File: config.mk
export PLATFORM = sky130hd
export DESIGN_NAME = count_ctrl
export DESIGN_NICKNAME = d
export VERILOG_FILES = /design/src/rtl/count_ctrl.sv
export SDC_FILE = /design/constraint.sdc
export NUM_CORES = 1
export LEC_CHECK = 0
export BUFFER_PORTS_ARGS = -buffer_cell sky130_fd_sc_hd__buf_4
export CELL_PAD_IN_SITES_DETAIL_PLACEMENT = 1
export CELL_PAD_IN_SITES_GLOBAL_PLACEMENT = 1
export CORE_UTILIZATION = 45
export DETAILED_ROUTE_END_ITERATION = 6
export PLACE_DENSITY_LB_ADDON = 0.1
export SLEW_MARGIN = 0
export SYNTH_ARGS = -nofsm -noshare
export SYNTH_HDL_FRONTEND = slang
export SYNTH_SLANG_ARGS = --single-unit
File: constraint.sdc
create_clock -name clk -period 2.5 [get_ports clk]
set_clock_uncertainty 0.05 [all_clocks]
set_input_delay 0.375 -clock clk [delete_from_list [all_inputs] [get_ports clk]]
set_output_delay 0.375 -clock clk [all_outputs]
set_load 0.1 [all_outputs]
File: src/rtl/count_ctrl.sv
// Front-panel control for the counter: synchronizes and debounces run/clear buttons, then runs the IDLE/RUN/PAUSE/DONE machine.
// Optional COUNT_CTRL_AUTO_RESTART_EN: a run press in DONE restarts counting from zero.
module count_ctrl #(
    parameter int DEBOUNCE_CYCLES = 4,
    parameter int DB_W            = $clog2(DEBOUNCE_CYCLES + 1)
) (
    input  logic       clk,
    input  logic       rst,
    input  logic       btn_run,
    input  logic       btn_clr,
    input  logic       wrap_mode,
    input  logic       at_max,
    output logic       enable,
    output logic       clear,
    output logic       wrap,
    output logic [1:0] state
);

    typedef enum logic [1:0] {
        IDLE  = 2'd0,
        RUN   = 2'd1,
        PAUSE = 2'd2,
        DONE  = 2'd3
    } state_t;

    state_t            state_q;
    state_t            state_d;
    logic              clear_d;
    logic [1:0]        raw;
    logic [1:0]        s1;
    logic [1:0]        s2;
    logic [1:0]        db;
    logic [1:0]        press;
    logic [DB_W-1:0]   cnt [2];

    // Bit 0 is the run button, bit 1 the clear button.
    assign raw = {btn_clr, btn_run};

    // The press pulse is raised on the same edge db rises, so the FSM reacts one edge later.
    always_ff @(posedge clk or posedge rst) begin
        if (rst) begin
            s1    <= '0;
            s2    <= '0;
            db    <= '0;
            press <= '0;
            for (int i = 0; i < 2; i++) cnt[i] <= '0;
        end else begin
            s1 <= raw;
            s2 <= s1;
            for (int i = 0; i < 2; i++) begin
                press[i] <= 1'b0;
                if (s2[i] == db[i]) begin
                    cnt[i] <= '0;
                end else if (cnt[i] == DB_W'(DEBOUNCE_CYCLES - 1)) begin
                    db[i]    <= s2[i];
                    cnt[i]   <= '0;
                    press[i] <= s2[i];
                end else begin
                    cnt[i] <= cnt[i] + DB_W'(1);
                end
            end
        end
    end

    always_ff @(posedge clk or posedge rst) begin
        if (rst) begin
            state_q <= IDLE;
            clear   <= 1'b0;
        end else begin
            state_q <= state_d;
            clear   <= clear_d;
        end
    end

    // A clear press overrides everything, including a simultaneous run press.
    always_comb begin
        state_d = state_q;
        clear_d = 1'b0;
        if (press[1]) begin
            state_d = IDLE;
            clear_d = 1'b1;
        end else begin
            case (state_q)
                IDLE:  if (press[0]) state_d = RUN;
                RUN: begin
                    if (press[0])
                        state_d = PAUSE;
                    else if (at_max && !wrap_mode)
                        state_d = DONE;
                end
                PAUSE: if (press[0]) state_d = RUN;
                DONE: begin
`ifdef COUNT_CTRL_AUTO_RESTART_EN
                    if (press[0]) begin
                        state_d = RUN;
                        clear_d = 1'b1;
                    end
`else
                    state_d = DONE;
`endif
                end
                default: state_d = IDLE;
            endcase
        end
    end

    assign enable = (state_q == RUN);
    assign wrap   = wrap_mode;
    assign state  = state_q;

endmodule

==> impl_metrics.json <==
{
  "drv_cap": 0,
  "synth_nets": 49,
  "antenna_found_initial": 0,
  "pwr-share-comb_pct": 40.3,
  "io_buffers": 10,
  "mostFrequentLayoutCells": "dfrtp_1, buf_4, nor3b_1, clkbuf_4",
  "rsz0062_at_grt": "no",
  "cp_max_fo": 5,
  "pin_count": 11,
  "layout_commonest_cell": "dfrtp_1",
  "synth_compound_area_share_pct": 1.98,
  "cts_root_buf": "clkbuf_4",
  "total_power_mw": 0.878,
  "fin_tns_setup_ns": 0,
  "n_antenna_cell": 0,
  "final_util_pct": 57.6,
  "synth_fa_ha_area_share_pct": 3.95,
  "dr.pass1.iters": 2,
  "ir_worst_vdd_v": 0.000526,
  "routed_wl_um": 920,
  "dp_hpwl_um": 734,
  "cellLeakagePower_nw": 0.361,
  "synth_seq_area_share_pct": 67.2,
  "synthXorXnorAreaFrac_pct": 2.77,
  "gp_congestion": 0.592,
  "instances_no_fill": 69,
  "worst_slew_pin_slew_ns": 0.586,
  "hold_path.class": "input pin to async pin",
  "postCtsHoldBufs": 0,
  "grt-busiest-layer": "met2",
  "r2r-start": "cnt[3]",
  "hold_viol_final": 0,
  "drc_errors": 0,
  "synth_seq_cells": 17,
  "ff2ff_path_depth": 3,
  "die-area_um2": 1560,
  "p_per_area_nw_per_um2": 1170,
  "pwr-share-seq_pct": 43.8,
  "slew_viol_final": 0,
  "cp.required_ns": 2.08,
  "setup_viol": 0,
  "cp-start-kind": "register",
  "p_switching_mw": 0.363,
  "ys_types": 18,
  "dp.cells": 65,
  "vias": 359,
  "clkSlewWorstSetupHoldPaths_ns": 0.09,
  "drt_iter0_drc": 2,
  "synthCells": 41,
  "synth_mux_area_share_pct": 5.14,
  "fp.dieW_um": 39.5,
  "grt_util_met1_pct": 16.6,
  "final_nets": 63,
  "area_growth_pct": 18.4,
  "clkPwrFrac_pct": 15.9,
  "status": "complete, no violations",
  "arrival_ns": 1.19,
  "cts_buffers": 3,
  "rrSetupSlack_ns": 1.27,
  "worst-setup-path-type": "register to output pin",
  "grtUsageMet3_pct": 5.11,
  "internal_power_mw": 0.515,
  "synth_top_family_by_area": "simple AND/OR/NAND/NOR gates",
  "switching_share_pct": 41.4,
  "max_slew_margin_pct": 60.9,
  "htreeDepth": 1,
  "ant_nets": 0,
  "critPathCaptureType": "output pin",
  "die_y_um": 39.5,
  "r2r_end": "db[0]",
  "met2_usage_pct": 25.8,
  "core_area_um2": 1300,
  "drive_gt1_share_pct": 38.9,
  "min_period_ns": 1.62,
  "grt_pass1_vias": 361,
  "vias_per_cell": 5.20,
  "clock_latency_ns": 0.28,
  "ys_warn_count": 0,
  "track_usage_pct": 16.0,
  "post_cts_buffers": 0,
  "start_util_pct": 48.7,
  "clock-sinks": 17,
  "grt_max_degree": 18,
  "rows": 13,
  "period_share_pct": 64.7,
  "synthSimpleGateAreaFrac_pct": 17.2,
  "wl_per_cell_um": 13.3,
  "syn-cell-area_um2": 633,
  "overflow": 0,
  "cts_resized": 0,
  "grt_pass1_wl_mm": 1.50,
  "timing.fmax_mhz": 618,
  "syn_avg_cell_area_um2": 15.4,
  "cts_tree": "done",
  "cts_buffer_depth": 2
}
cell families after synthesis:
kind of cell               after synthesis
AOI/OAI and AO/OA                        2
xor gates and xnor gates                 2
adders and majority gates                2
buffers and inverters                    2
DFF                                     17
muxes                                    3
and+or+nand+nor                         13
synth_stat cells, drive strengths merged:
library cell,instances,area share (%)
and3b,2,3.0
mux2,2,3.6
mux2i,1,1.6
nor2b,3,5.3
ha,2,4.0
nor3b,4,5.5
dfrtp,17,67
a211oi,1,1.2
nor3,2,1.6
buf,1,1.2
inv,1,0.59
xnor2,2,2.8
a21oi,1,0.79
nor2,1,0.59
nand3b,1,1.2
critical path: stages (launching register included):
cell and delay (ns):
dfrtp_1 0.41, nor2b_2 0.19, buf_4 0.30
layer usage:
layer | vias up | part of all wire, % | wire length [um]
met3 | 0 | 4.7 | 43
met2 | 13 | 54 | 499
met5 | - | 0 | 0
li1 | 166 | - | -
met1 | 180 | 41 | 377
met4 | 0 | 0 | 0
worst max-delay path by stage:
stage | startpoint | to | slack, ns | cells after the start
after floorplan | state[0] | enable | 0.13 | 1
after global placement | state[0] | enable | 1.25 | 2
after detailed placement | state[0] | enable | 1.18 | 2
after CTS | state[0] | enable | 0.85 | 2
after global routing | state[0] | enable | 0.82 | 2
final | state[0] | enable | 0.88 | 2
metrics by stage:
stage                     worst slack (ns)  area, um^2  hold WS [ns]
final                                0.882         749        0.0997
after CTS                            0.846         749         0.119
after floorplan                      0.131         636         0.251
after detailed placement              1.18         722         0.290
after global placement                1.25         722         0.283
after global routing                 0.818         749         0.122
state kept, by name, indices dropped and copies added (netlist names):
name,flops
clear,1
state,2
db,2
cnt,6
press,2
s2,2
s1,2
layout make-up:
type	instances	area (um^2)
Fill cell	135	552
Sequential cell	17	425
Multi-Input combinational cell	22	199
Timing Repair Buffer	10	75.1
Clock buffer	3	22.5
Tap cell	15	18.8
Clock inverter	1	5.00
Inverter	1	3.75
power groups by stage:
stage | combinational [mW] | clock [mW] | sequential (mW)
final | 0.354 | 0.139 | 0.385
after floorplan | 0.172 | 0 | 0.498
after global routing | 0.378 | 0.157 | 0.394
after CTS | 0.359 | 0.144 | 0.387
after global placement | 0.340 | 0 | 0.382
after detailed placement | 0.359 | 0 | 0.393
(Power assumes the default switching activity.)
